`config.mk`:
```
export PLATFORM = sky130hd
export DESIGN_NAME = collision_monitor_flat
export DESIGN_NICKNAME = d
export VERILOG_FILES = /design/src/rtl/game_pkg.sv /design/src/rtl/collision_monitor_if.sv /design/src/rtl/collision_monitor_rect_overlap.sv /design/src/rtl/collision_monitor.sv /design/src/flat_wrapper.sv
export SDC_FILE = /design/constraint.sdc
export NUM_CORES = 1
export LEC_CHECK = 0
export CORE_MARGIN = 4
export CORE_UTILIZATION = 40
export DETAILED_ROUTE_END_ITERATION = 16
export DONT_BUFFER_PORTS = 1
export PLACE_DENSITY = 0.58
export SYNTH_ARGS = -nofsm -noshare
export SYNTH_HDL_FRONTEND = slang
export SYNTH_SLANG_ARGS = --single-unit
```
`constraint.sdc`:
```
create_clock -name iVGA_CLK -period 7.9 [get_ports iVGA_CLK]
set_input_delay 0.79 -clock iVGA_CLK [delete_from_list [all_inputs] [get_ports iVGA_CLK]]
set_output_delay 0.79 -clock iVGA_CLK [all_outputs]
set_load 0.02 [all_outputs]
```
`src/rtl/game_pkg.sv`:
```
// Shared game definitions: FSM state encoding, screen and sprite geometry,
// and a saturating score helper used by the game-state logic.
package game_pkg;

  typedef enum logic [1:0] {
    IDLE      = 2'd0,
    PLAYING   = 2'd1,
    HIT       = 2'd2,
    GAME_OVER = 2'd3
  } game_state_t;

  localparam int unsigned SCREEN_W = 640;
  localparam int unsigned SCREEN_H = 480;
  localparam int unsigned CAR_W    = 40;
  localparam int unsigned CAR_H    = 60;
  localparam int unsigned OBS_W    = 50;
  localparam int unsigned OBS_H    = 40;

  function automatic logic [15:0] sat_inc16(input logic [15:0] v);
    return (v == 16'hFFFF) ? v : v + 16'd1;
  endfunction

endpackage

```
`src/rtl/collision_monitor_if.sv`:
```
// Signal bundle between the game front end (frame tick, start button,
// sprite positions) and the collision monitor, plus its game-state outputs.
interface collision_monitor_if;
  import game_pkg::*;

  logic        iFRAME;
  logic        iSTART;
  logic [9:0]  car_h_pos;
  logic [8:0]  car_v_pos;
  logic [9:0]  obs1_h_pos;
  logic [8:0]  obs1_v_pos;
  logic [9:0]  obs2_h_pos;
  logic [8:0]  obs2_v_pos;

  logic        reset_game;
  logic [1:0]  oLIVES;
  logic [15:0] oSCORE;
  logic        oCOLLIDE;
  logic        oGAME_OVER;
  logic        oCAR_VISIBLE;
  game_state_t dbg_state;

  // Timing contract: inputs are sampled on the rising edge of the pixel
  // clock; every output is a register and changes only on that edge.
  modport master (
    output iFRAME, iSTART, car_h_pos, car_v_pos,
           obs1_h_pos, obs1_v_pos, obs2_h_pos, obs2_v_pos,
    input  reset_game, oLIVES, oSCORE, oCOLLIDE, oGAME_OVER,
           oCAR_VISIBLE, dbg_state
  );

  modport slave (
    input  iFRAME, iSTART, car_h_pos, car_v_pos,
           obs1_h_pos, obs1_v_pos, obs2_h_pos, obs2_v_pos,
    output reset_game, oLIVES, oSCORE, oCOLLIDE, oGAME_OVER,
           oCAR_VISIBLE, dbg_state
  );

endinterface

```
`src/rtl/collision_monitor_rect_overlap.sv`:
```
// Axis-aligned rectangle overlap test. Touching edges do not count; sums
// are done in 11 bits so right/bottom edges past the screen never wrap.
module rect_overlap #(
  parameter int unsigned AW = 40,
  parameter int unsigned AH = 60,
  parameter int unsigned BW = 50,
  parameter int unsigned BH = 40
) (
  input  logic [9:0] a_h,
  input  logic [8:0] a_v,
  input  logic [9:0] b_h,
  input  logic [8:0] b_v,
  output logic       overlap
);

  logic [10:0] a_l, a_t, b_l, b_t;
  logic        x_ovl, y_ovl;

  assign a_l = {1'b0, a_h};
  assign a_t = {2'b00, a_v};
  assign b_l = {1'b0, b_h};
  assign b_t = {2'b00, b_v};

  assign x_ovl = (a_l < b_l + 11'(BW)) && (b_l < a_l + 11'(AW));
  assign y_ovl = (a_t < b_t + 11'(BH)) && (b_t < a_t + 11'(AH));

  assign overlap = x_ovl && y_ovl;

endmodule

```
`src/rtl/collision_monitor.sv`:
```
// Per-frame car/obstacle hit detection and the game-state FSM that tracks
// lives, score, post-hit invulnerability with blinking, and game over.
module collision_monitor #(
  parameter int unsigned CAR_W         = game_pkg::CAR_W,
  parameter int unsigned CAR_H         = game_pkg::CAR_H,
  parameter int unsigned OBS_W         = game_pkg::OBS_W,
  parameter int unsigned OBS_H         = game_pkg::OBS_H,
  parameter int unsigned LIVES_INIT    = 3,
  parameter int unsigned INVULN_FRAMES = 60,
  parameter int unsigned BLINK_FRAMES  = 4
) (
  input logic                iVGA_CLK,
  input logic                iRST,
  collision_monitor_if.slave bus
);
  import game_pkg::*;

  localparam int unsigned CNT_W = $clog2(INVULN_FRAMES + 1);
  localparam logic [1:0]  LIVES_RST = 2'(LIVES_INIT);

  game_state_t      state_q;
  logic             reset_game_q;
  logic [1:0]       lives_q;
  logic [15:0]      score_q;
  logic             collide_q;
  logic             game_over_q;
  logic             visible_q;
  logic [CNT_W-1:0] inv_cnt_q;
  logic             start_q;

  logic             start_edge;
  logic             hit1, hit2, hit;
  logic [CNT_W-1:0] inv_cnt_inc;
  logic             blink_toggle;

  rect_overlap #(.AW(CAR_W), .AH(CAR_H), .BW(OBS_W), .BH(OBS_H)) u_ovl1 (
    .a_h(bus.car_h_pos), .a_v(bus.car_v_pos),
    .b_h(bus.obs1_h_pos), .b_v(bus.obs1_v_pos),
    .overlap(hit1)
  );

  rect_overlap #(.AW(CAR_W), .AH(CAR_H), .BW(OBS_W), .BH(OBS_H)) u_ovl2 (
    .a_h(bus.car_h_pos), .a_v(bus.car_v_pos),
    .b_h(bus.obs2_h_pos), .b_v(bus.obs2_v_pos),
    .overlap(hit2)
  );

  assign hit          = hit1 | hit2;
  assign start_edge   = bus.iSTART & ~start_q;
  assign inv_cnt_inc  = inv_cnt_q + 1'b1;
  assign blink_toggle = ((32'(inv_cnt_inc) % BLINK_FRAMES) == 0);

  always_ff @(posedge iVGA_CLK) begin
    if (iRST) begin
      state_q      <= IDLE;
      reset_game_q <= 1'b1;
      lives_q      <= LIVES_RST;
      score_q      <= '0;
      collide_q    <= 1'b0;
      game_over_q  <= 1'b0;
      visible_q    <= 1'b1;
      inv_cnt_q    <= '0;
      start_q      <= 1'b0;
    end else begin
      start_q <= bus.iSTART;
      case (state_q)
        IDLE: begin
          // reset_game stays high through the first PLAYING cycle too
          reset_game_q <= 1'b1;
          lives_q      <= LIVES_RST;
          score_q      <= '0;
          collide_q    <= 1'b0;
          game_over_q  <= 1'b0;
          visible_q    <= 1'b1;
          inv_cnt_q    <= '0;
          if (start_edge) state_q <= PLAYING;
        end

        PLAYING: begin
          reset_game_q <= 1'b0;
          if (bus.iFRAME) begin
            if (hit && lives_q > 2'd1) begin
              lives_q   <= lives_q - 2'd1;
              state_q   <= HIT;
              collide_q <= 1'b1;
              visible_q <= 1'b0;
              inv_cnt_q <= '0;
            end else if (hit) begin
              lives_q     <= 2'd0;
              state_q     <= GAME_OVER;
              game_over_q <= 1'b1;
              visible_q   <= 1'b1;
            end else begin
              score_q <= sat_inc16(score_q);
            end
          end
        end

        HIT: begin
          reset_game_q <= 1'b0;
          if (bus.iFRAME) begin
            score_q <= sat_inc16(score_q);
            if (inv_cnt_q == CNT_W'(INVULN_FRAMES - 1)) begin
              state_q   <= PLAYING;
              collide_q <= 1'b0;
              visible_q <= 1'b1;
              inv_cnt_q <= '0;
            end else begin
              inv_cnt_q <= inv_cnt_inc;
              if (blink_toggle) visible_q <= ~visible_q;
            end
          end
        end

        GAME_OVER: begin
          reset_game_q <= 1'b0;
          visible_q    <= 1'b1;
          collide_q    <= 1'b0;
          if (start_edge) begin
            state_q      <= PLAYING;
            reset_game_q <= 1'b1;
            lives_q      <= LIVES_RST;
            score_q      <= '0;
            game_over_q  <= 1'b0;
            inv_cnt_q    <= '0;
          end
        end

        default: state_q <= IDLE;
      endcase
    end
  end

  assign bus.reset_game   = reset_game_q;
  assign bus.oLIVES       = lives_q;
  assign bus.oSCORE       = score_q;
  assign bus.oCOLLIDE     = collide_q;
  assign bus.oGAME_OVER   = game_over_q;
  assign bus.oCAR_VISIBLE = visible_q;
  assign bus.dbg_state    = state_q;

endmodule

```
`src/flat_wrapper.sv`:
```
// flat-port wrapper written by rule: the top's interface ports become plain ports
module collision_monitor_flat import game_pkg::*;
#(
  parameter int unsigned CAR_W         = game_pkg::CAR_W,
  parameter int unsigned CAR_H         = game_pkg::CAR_H,
  parameter int unsigned OBS_W         = game_pkg::OBS_W,
  parameter int unsigned OBS_H         = game_pkg::OBS_H,
  parameter int unsigned LIVES_INIT    = 3,
  parameter int unsigned INVULN_FRAMES = 60,
  parameter int unsigned BLINK_FRAMES  = 4
)
  (iVGA_CLK, iRST, bus_iFRAME, bus_iSTART, bus_car_h_pos, bus_car_v_pos, bus_obs1_h_pos, bus_obs1_v_pos, bus_obs2_h_pos, bus_obs2_v_pos, bus_reset_game, bus_oLIVES, bus_oSCORE, bus_oCOLLIDE, bus_oGAME_OVER, bus_oCAR_VISIBLE, bus_dbg_state);
  collision_monitor_if bus_i ();
  input logic iVGA_CLK;
  input logic iRST;
  input wire logic [$bits(bus_i.iFRAME)-1:0] bus_iFRAME;
  input wire logic [$bits(bus_i.iSTART)-1:0] bus_iSTART;
  input wire logic [$bits(bus_i.car_h_pos)-1:0] bus_car_h_pos;
  input wire logic [$bits(bus_i.car_v_pos)-1:0] bus_car_v_pos;
  input wire logic [$bits(bus_i.obs1_h_pos)-1:0] bus_obs1_h_pos;
  input wire logic [$bits(bus_i.obs1_v_pos)-1:0] bus_obs1_v_pos;
  input wire logic [$bits(bus_i.obs2_h_pos)-1:0] bus_obs2_h_pos;
  input wire logic [$bits(bus_i.obs2_v_pos)-1:0] bus_obs2_v_pos;
  output wire logic [$bits(bus_i.reset_game)-1:0] bus_reset_game;
  output wire logic [$bits(bus_i.oLIVES)-1:0] bus_oLIVES;
  output wire logic [$bits(bus_i.oSCORE)-1:0] bus_oSCORE;
  output wire logic [$bits(bus_i.oCOLLIDE)-1:0] bus_oCOLLIDE;
  output wire logic [$bits(bus_i.oGAME_OVER)-1:0] bus_oGAME_OVER;
  output wire logic [$bits(bus_i.oCAR_VISIBLE)-1:0] bus_oCAR_VISIBLE;
  output wire logic [$bits(bus_i.dbg_state)-1:0] bus_dbg_state;
  assign bus_i.iFRAME = bus_iFRAME;
  assign bus_i.iSTART = bus_iSTART;
  assign bus_i.car_h_pos = bus_car_h_pos;
  assign bus_i.car_v_pos = bus_car_v_pos;
  assign bus_i.obs1_h_pos = bus_obs1_h_pos;
  assign bus_i.obs1_v_pos = bus_obs1_v_pos;
  assign bus_i.obs2_h_pos = bus_obs2_h_pos;
  assign bus_i.obs2_v_pos = bus_obs2_v_pos;
  assign bus_reset_game = bus_i.reset_game;
  assign bus_oLIVES = bus_i.oLIVES;
  assign bus_oSCORE = bus_i.oSCORE;
  assign bus_oCOLLIDE = bus_i.oCOLLIDE;
  assign bus_oGAME_OVER = bus_i.oGAME_OVER;
  assign bus_oCAR_VISIBLE = bus_i.oCAR_VISIBLE;
  assign bus_dbg_state = bus_i.dbg_state;
  collision_monitor #(.CAR_W(CAR_W), .CAR_H(CAR_H), .OBS_W(OBS_W), .OBS_H(OBS_H), .LIVES_INIT(LIVES_INIT), .INVULN_FRAMES(INVULN_FRAMES), .BLINK_FRAMES(BLINK_FRAMES)) u_core (.iVGA_CLK(iVGA_CLK), .iRST(iRST), .bus(bus_i));
endmodule
```
==> out/summary.txt, run 1 <==
status -> completed
DRT antenna net count -> 0
net count after synthesis -> 620
Fill cells -> 1009
FP Rows -> 35
clock tree from TritonCTS -> done
main flop type after synthesis -> dfxtp_1
WP data required -> 8.11 ns
layout cells sized above 1 -> 4.80%
Async SR Flop Fraction -> 0%
total number of vias -> 3498
Starting Density -> 41.7%
Critical Path End Type -> register
Max Fclk -> 266 MHz
Resize count post-CTS -> 0
RR Endpoint -> u_core.bus.oSCORE[11]
crit path DAT -> 3.97 ns
core area -> 9370 sq um
vias in the first global route -> 3493
Buffers on Ports -> 0
Detail Placement HPWL -> 7770 um
number of library cell types mapped by synthesis -> 64
root buf cell -> clkbuf_8
DR iter-0 viols -> 157
First-pass DRT Iterations -> 4
Hold Crit Endpoint -> u_core.inv_cnt_q[0]
Routability Congestion -> 0.863
#FFs+latches synth -> 31
clock slew at reported path FFs -> 0.06 ns
Final Hold Viols -> 0
worst-skew pair later-pin latency -> 0.29 ns
Cells after Synth -> 483
Total Routing Usage GR -> 16.5%
TritonCTS Sinks -> 31
DP Cell Count -> 600
Worst Skew -> 0.00772 ns
global route overflow -> 0
DIE AREA -> 11400 sq um
first-pass GRT wire length -> 15900 um
Cell Area, Placed -> 3990 sq um
startpoint types -> input port
Chip Height -> 107 um
Worst Tran Pin Value -> 0.731 ns
setup_tns -> 0 ns
critical path class -> input port to register
nets -> 615
post-CTS setup buffers -> 0
final period utilization -> 47.5%
pwr dens -> 173 nW/um^2
synthesis-to-layout area growth -> 5.25%
initial antenna violation count -> 0
Final Max Tran Viols -> 0
Min Hold Slack -> 0.517 ns
htree depth -> 2
setup ws final -> 4.15 ns
post-route cell area -> 4110 sq um
I/O pin total -> 85
drc violations -> 0
register area -> 621 sq um
Routed Wire Length -> 9590 um
WL/cell -> 15.8 um
Seq/Total Area, Yosys -> 15.9%
reg-to-reg startpoint -> u_core.bus.oSCORE[3]
largest net degree at the start of global routing -> 24
area of the multi-input gates -> 3100 sq um
via/cell ratio -> 5.75
RSZ-0062 raised after global routing -> false
syn_area_per_cell -> 8.09 sq um
Hold WC Path Type -> register to register
maxcap violations -> 0
endpoints failing setup -> 0
Ant. Diodes -> 0
Worst Hold Launch -> u_core.inv_cnt_q[0]
Leak Pwr -> 1.76 nW
worst reg2reg path depth -> 9
Warnings, synthesis -> 0
EDFF count, synth -> 0
peak supply drop -> 0.0827 mV
internal reg-to-reg setup slack -> 5.15 ns
non-filler cells, final -> 608
width of the chip -> 107 um
Max FO, Critical Path -> 10
Max-Slew Margin vs Limit -> 51.2%
Setup WS pre-CTS -> 3.85 ns
clock buffer depth -> 2
Final Critical Period -> 3.75 ns
worst hold stages -> 2
hold bufs inserted after CTS -> 0
total CTS buffers -> 5
synthesized area -> 3910 sq um
-- sequential cells by signal, summed over array words and instances, names as in the netlist --
name and cells:
u_core.bus.reset_game 1, u_core.bus.oGAME_OVER 1, u_core.bus.dbg_state 2, u_core.bus.oCOLLIDE 1
u_core.inv_cnt_q 6, u_core.bus.oSCORE 16, u_core.bus.oLIVES 2, u_core.start_q 1
u_core.bus.oCAR_VISIBLE 1
-- cells by family (layout without fill, tap and decap cells) --
kind of cell / count (synthesis) / count (layout) / share of synthesized area (%)
AO/OA/AOI/OAI: 152 / 152 / 27.4
flip-flops: 31 / 31 / 15.9
XOR/XNOR: 32 / 32 / 7.17
buffers and inverters: 43 / 39 / 4.87
multiplexers: 3 / 3 / 0.769
AND/OR/NAND/NOR: 144 / 144 / 19.0
adder cells (fa/ha/maj): 78 / 78 / 24.9
-- worst max-delay path by stage --
stage	startpoint	endpoint	slack [ns]	cells after the start
3_5_place_dp	bus_car_v_pos[4]	u_core.bus.oSCORE[15]	3.85	13
3_3_place_gp	bus_car_h_pos[3]	u_core.bus.oSCORE[15]	3.93	13
2_1_floorplan	bus_car_h_pos[3]	u_core.inv_cnt_q[0]	4.17	15
4_1_cts	bus_car_v_pos[4]	u_core.bus.oSCORE[15]	4.15	13
6_report	bus_car_h_pos[3]	u_core.inv_cnt_q[0]	4.15	13
5_1_grt	bus_car_h_pos[3]	u_core.bus.oSCORE[2]	3.84	13
-- report_power, final --
group	leakage (nW)	switching, W	internal [W]
Combinational	1.45	0.000197	0.000143
Clock	0.0612	0.0000643	0.000102
Sequential	0.251	0.0000335	0.000171
-- cell type report --
cell class / instances / share of cell area [%]
flip-flops and latches: 31 / 15.1
clock inverters: 2 / 0.852
inverters: 31 / 2.83
clock buffers: 6 / 2.01
multi-input cells: 409 / 75.3
well taps: 129 / 3.93
-- metrics by stage --
stage	utilization, %	total power [W]
2_1_floorplan	-	0.000493
3_3_place_gp	42.6	0.000539
3_5_place_dp	42.6	0.000547
4_1_cts	43.9	0.000714
5_1_grt	43.9	0.000771
6_report	43.9	0.000711
-- layout by cell type (no fill, tap or decap), types with 2 or more instances in the layout --
cell	count
o21ai_0	22
mux2i_1	3
nor2_1	25
a31oi_1	5
a31o_2	2
o2111ai_1	5
o31ai_1	9
a221oi_1	5
a41oi_1	5
a21o_1	10
nand4_1	8
inv_1	31
o211a_1	2
o221a_2	2
o22ai_1	8
clkbuf_8	6
nor3_1	8
maj3_1	2
or2b_2	2
nor2b_1	8
and2_1	2
nand2_1	38
ha_1	76
xor2_1	17
xnor2_1	15
a32o_1	4
o211ai_1	12
nand2b_1	11
o21a_1	4
and3_1	2
nand3_1	24
a21oi_1	36
dfxtp_1	31
a211oi_1	6
nor3b_1	2
nor4b_1	4
-- layer usage --
metal,routed length (um),vias up,global-route usage [%]
met5,0,-,0
met4,126,0,3.29
met3,753,11,5.00
met2,4290,87,28.1
met1,4420,1593,20.7
li1,-,1807,-
-- synth_stat cells, types with 3 or more instances --
cell	number	area [sq um]
a211oi_1	6	45.0
a21o_1	10	75.1
a21oi_1	36	180
a221oi_1	5	43.8
a31oi_1	5	31.3
a32o_1	4	40.0
a41oi_1	5	43.8
clkbuf_1	8	30.0
dfxtp_1	31	621
ha_1	76	951
inv_1	31	116
mux2i_1	3	30.0
nand2_1	38	143
nand2b_1	11	68.8
nand3_1	24	120
nand4_1	8	50.1
nor2_1	25	93.8
nor2b_1	8	50.1
nor3_1	8	40.0
nor4b_1	4	35.0
o2111ai_1	5	43.8
o211ai_1	12	90.1
o21a_1	4	30.0
o21ai_0	22	110
o22ai_1	8	50.1
o31ai_1	9	67.6
xnor2_1	15	131
xor2_1	17	149
-- worst max-delay path: stages --
cell	delay, ns
ha_1	0.21
o21ai_0	0.20
xor2_1	0.23
ha_1	0.31
a211oi_1	0.21
nand3_1	0.09
a21oi_1	0.17
or2b_2	0.31
a311o_1	0.27
o32a_2	0.30
o31ai_4	0.35
and2_1	0.31
mux2i_1	0.21
(Power assumes the default switching activity.)
==> inputs of run 2 (changes only) <==
==> constraint.sdc (replaced) <==
create_clock -name iVGA_CLK -period 3.8 [get_ports iVGA_CLK]
set_input_delay 0.38 -clock iVGA_CLK [delete_from_list [all_inputs] [get_ports iVGA_CLK]]
set_output_delay 0.38 -clock iVGA_CLK [all_outputs]
set_load 0.02 [all_outputs]
==> run 2 against run 1 <==
Power is 100% higher. Critical path depth is 1 higher. Sequential cell count stayed put. Combinational power is 110% higher. Largest power group unchanged. Highest routed layer unchanged.
==> out/summary.txt, run 2 (synthesis results as in run 1) <==
status -> completed (unchanged)
final period utilization -> 87.4%
Routability Congestion -> 0.866 (was 0.863)
Final Critical Period -> 3.32 ns
Routed Wire Length -> 9470 um (was 9590 um)
global route overflow -> 0 (unchanged)
Chip Height -> 107 um (unchanged)
total CTS buffers -> 5 (unchanged)
Total Routing Usage GR -> 16.7% (was 16.5%)
FP Rows -> 35 (unchanged)
worst-skew pair later-pin latency -> 0.28 ns (was 0.29 ns)
critical path class -> input port to register (unchanged)
Max FO, Critical Path -> 11 (was 10)
htree depth -> 2 (unchanged)
vias in the first global route -> 3453 (was 3493)
WP data required -> 4.00 ns (was 8.11 ns)
pwr dens -> 347 nW/um^2 (was 173 nW/um^2)
width of the chip -> 107 um (unchanged)
layout cells sized above 1 -> 4.79% (was 4.80%)
Hold WC Path Type -> input port to register (was register to register)
met1 Use GR -> 22.0% (was 20.7%)
Ant. Diodes -> 0 (unchanged)
clock network fraction of design power -> 20.1% (was 23.4%)
nets -> 616 (was 615)
clock tree from TritonCTS -> done (unchanged)
Detail Placement HPWL -> 7820 um (was 7770 um)
Fill cells -> 975 (was 1009)
Final Max Tran Viols -> 0 (unchanged)
endpoints failing setup -> 0 (unchanged)
Critical Path End Type -> register (unchanged)
crit path DAT -> 3.52 ns (was 3.97 ns)
root buf cell -> clkbuf_8 (unchanged)
Worst Skew -> 0.00253 ns (was 0.00772 ns)
sequential share of power -> 29.8% (was 28.7%)
Buffers on Ports -> 0 (unchanged)
first-pass GRT wire length -> 16300 um (was 15900 um)
met3 usage in global routing -> 5.12% (was 5.00%)
post-CTS setup buffers -> 0 (unchanged)
DRT antenna net count -> 0 (unchanged)
synthesis-to-layout area growth -> 5.00% (was 5.25%)
I/O pin total -> 85 (unchanged)
Top delay family on crit path -> compound AO/OA/AOI/OAI gates (unchanged)
Net Sw Power -> 0.000600 W (was 0.000295 W)
startpoint types -> input port (unchanged)
drc violations -> 0 (unchanged)
via/cell ratio -> 5.80 (was 5.75)
TritonCTS Sinks -> 31 (unchanged)
Worst Tran Pin Value -> 0.713 ns (was 0.731 ns)
cells along the critical path -> ha_1 > o21ai_0 > xor2_1 > ha_1 > a211oi_1 > nand3_1 > a21oi_1 > or2b_2 > a311o_1 > o32a_2 > a31oi_4 > buf_4 > o21ai_0 > o22ai_1 (was ha_1 > o21ai_0 > xor2_1 > ha_1 > a211oi_1 > nand3_1 > a21oi_1 > or2b_2 > a311o_1 > o32a_2 > o31ai_4 > and2_1 > mux2i_1)
core area -> 9370 sq um (unchanged)
clock slew at reported path FFs -> 0.06 ns (about the same)
Starting Density -> 41.7% (unchanged)
clock buffer depth -> 2 (unchanged)
non-filler cells, final -> 609 (was 608)
Max-Slew Margin vs Limit -> 52.4% (was 51.2%)
commonest non-fill, non-tap cells in the layout -> 76 x ha_1, 38 x nand2_1, 36 x a21oi_1, 31 x inv_1, 31 x dfxtp_1 (unchanged)
max reg flops -> 16 (unchanged)
DR iter-0 viols -> 116 (was 157)
largest net degree at the start of global routing -> 24 (unchanged)
Switching Fraction -> 42.1% (was 41.5%)
max incr delay on CP -> 0.36 ns (was 0.35 ns)
most common library cell in the layout ignoring fill and taps -> ha_1 (unchanged)
maxcap violations -> 0 (unchanged)
met2 Track Usage GR -> 26.7% (was 28.1%)
WP buf/inv -> 1 (was 0)
initial antenna violation count -> 0 (unchanged)
DP Cell Count -> 601 (was 600)
First-pass DRT Iterations -> 4 (unchanged)
RSZ-0062 raised after global routing -> false (unchanged)
GRT busiest layer -> met2 (unchanged)
peak supply drop -> 0.184 mV (was 0.0827 mV)
total number of vias -> 3534 (was 3498)
hold bufs inserted after CTS -> 0 (unchanged)
DIE AREA -> 11400 sq um (unchanged)
setup_tns -> 0 ns (unchanged)
Leak Pwr -> 1.75 nW (was 1.76 nW)
Slowest cell on crit path -> a31oi_4 (was o31ai_4)
Resize count post-CTS -> 0 (unchanged)
Final Hold Viols -> 0 (unchanged)
Max Fclk -> 301 MHz
Comb power frac -> 50.1% (was 47.8%)
cell-internal power -> 0.000824 W (was 0.000416 W)
WL/cell -> 15.6 um (was 15.8 um)
## run 2: layout make-up
cell class / count / area, sq um / share of cell area, %
repair buffers: 1 / 7.51 / 0.183
well taps: 129 / 161 / 3.94
clock buffers: 8 / 100 / 2.44
flip-flops and latches: 31 / 621 / 15.1
inverters: 31 / 116 / 2.84
multi-input cells: 409 / 3100 / 75.5
## run 2: path summary, 6_finish.rpt
check,startpoint,cells after the start,endpoint,slack (ns)
hold / removal,iRST,1,u_core.bus.oSCORE[3],0.17
setup / recovery,bus_car_h_pos[3],14,u_core.bus.oSCORE[4],0.48
hold reg to reg,u_core.inv_cnt_q[0],2,u_core.inv_cnt_q[0],0.50
setup reg to reg,u_core.bus.oSCORE[3],9,u_core.bus.oSCORE[6],1.09
## run 2: routing by layer
| metal | share of wire [%] | wire [um] |
|---|---|---|
| met5 | 0 | 0 |
| met3 | 8.1 | 769 |
| met2 | 45 | 4260 |
| met1 | 46 | 4330 |
| met4 | 1.2 | 117 |
## run 2: worst register-to-register path: cells and delay by family (launching register included)
family          cells  cell delay [ns]
simple gates        6             1.56
compound gates      3             0.44
flops               1             0.62
## run 2: stage by stage
step | total power (W) | hold slack, ns | area (sq um) | worst slack (ns) | utilization [%]
6_report | 0.00142 | 0.165 | 4100 | 0.478 | 43.8
5_1_grt | 0.00156 | 0.154 | 4100 | 0.208 | 43.8
4_1_cts | 0.00144 | 0.159 | 4100 | 0.454 | 43.8
3_5_place_dp | 0.00114 | 0.454 | 4000 | 0.175 | 42.7
3_3_place_gp | 0.00113 | 0.453 | 4000 | 0.277 | 42.7
2_1_floorplan | 0.00102 | 0.465 | 3910 | 0.482 | -
## run 2: power by group through the flow
stage / Combinational [W] / Clock, W / Sequential (W)
final: 0.000714 / 0.000286 / 0.000424
after global routing: 0.000821 / 0.000311 / 0.000431
after CTS: 0.000715 / 0.000297 / 0.000425
after global placement: 0.000695 / 0 / 0.000432
after detailed placement: 0.000711 / 0 / 0.000433
after floorplan: 0.000606 / 0 / 0.000419
==> inputs of run 3 (changes only) <==
--- a/config.mk
+++ b/config.mk
@@ -10,6 +10,7 @@
 export DETAILED_ROUTE_END_ITERATION = 16
 export DONT_BUFFER_PORTS = 1
 export PLACE_DENSITY = 0.58
+export SLEW_MARGIN = 30
 export SYNTH_ARGS = -nofsm -noshare
 export SYNTH_HDL_FRONTEND = slang
 export SYNTH_SLANG_ARGS = --single-unit
==> results of run 3 <==
Final layout, timing and power as in run 2 (identical DEF).
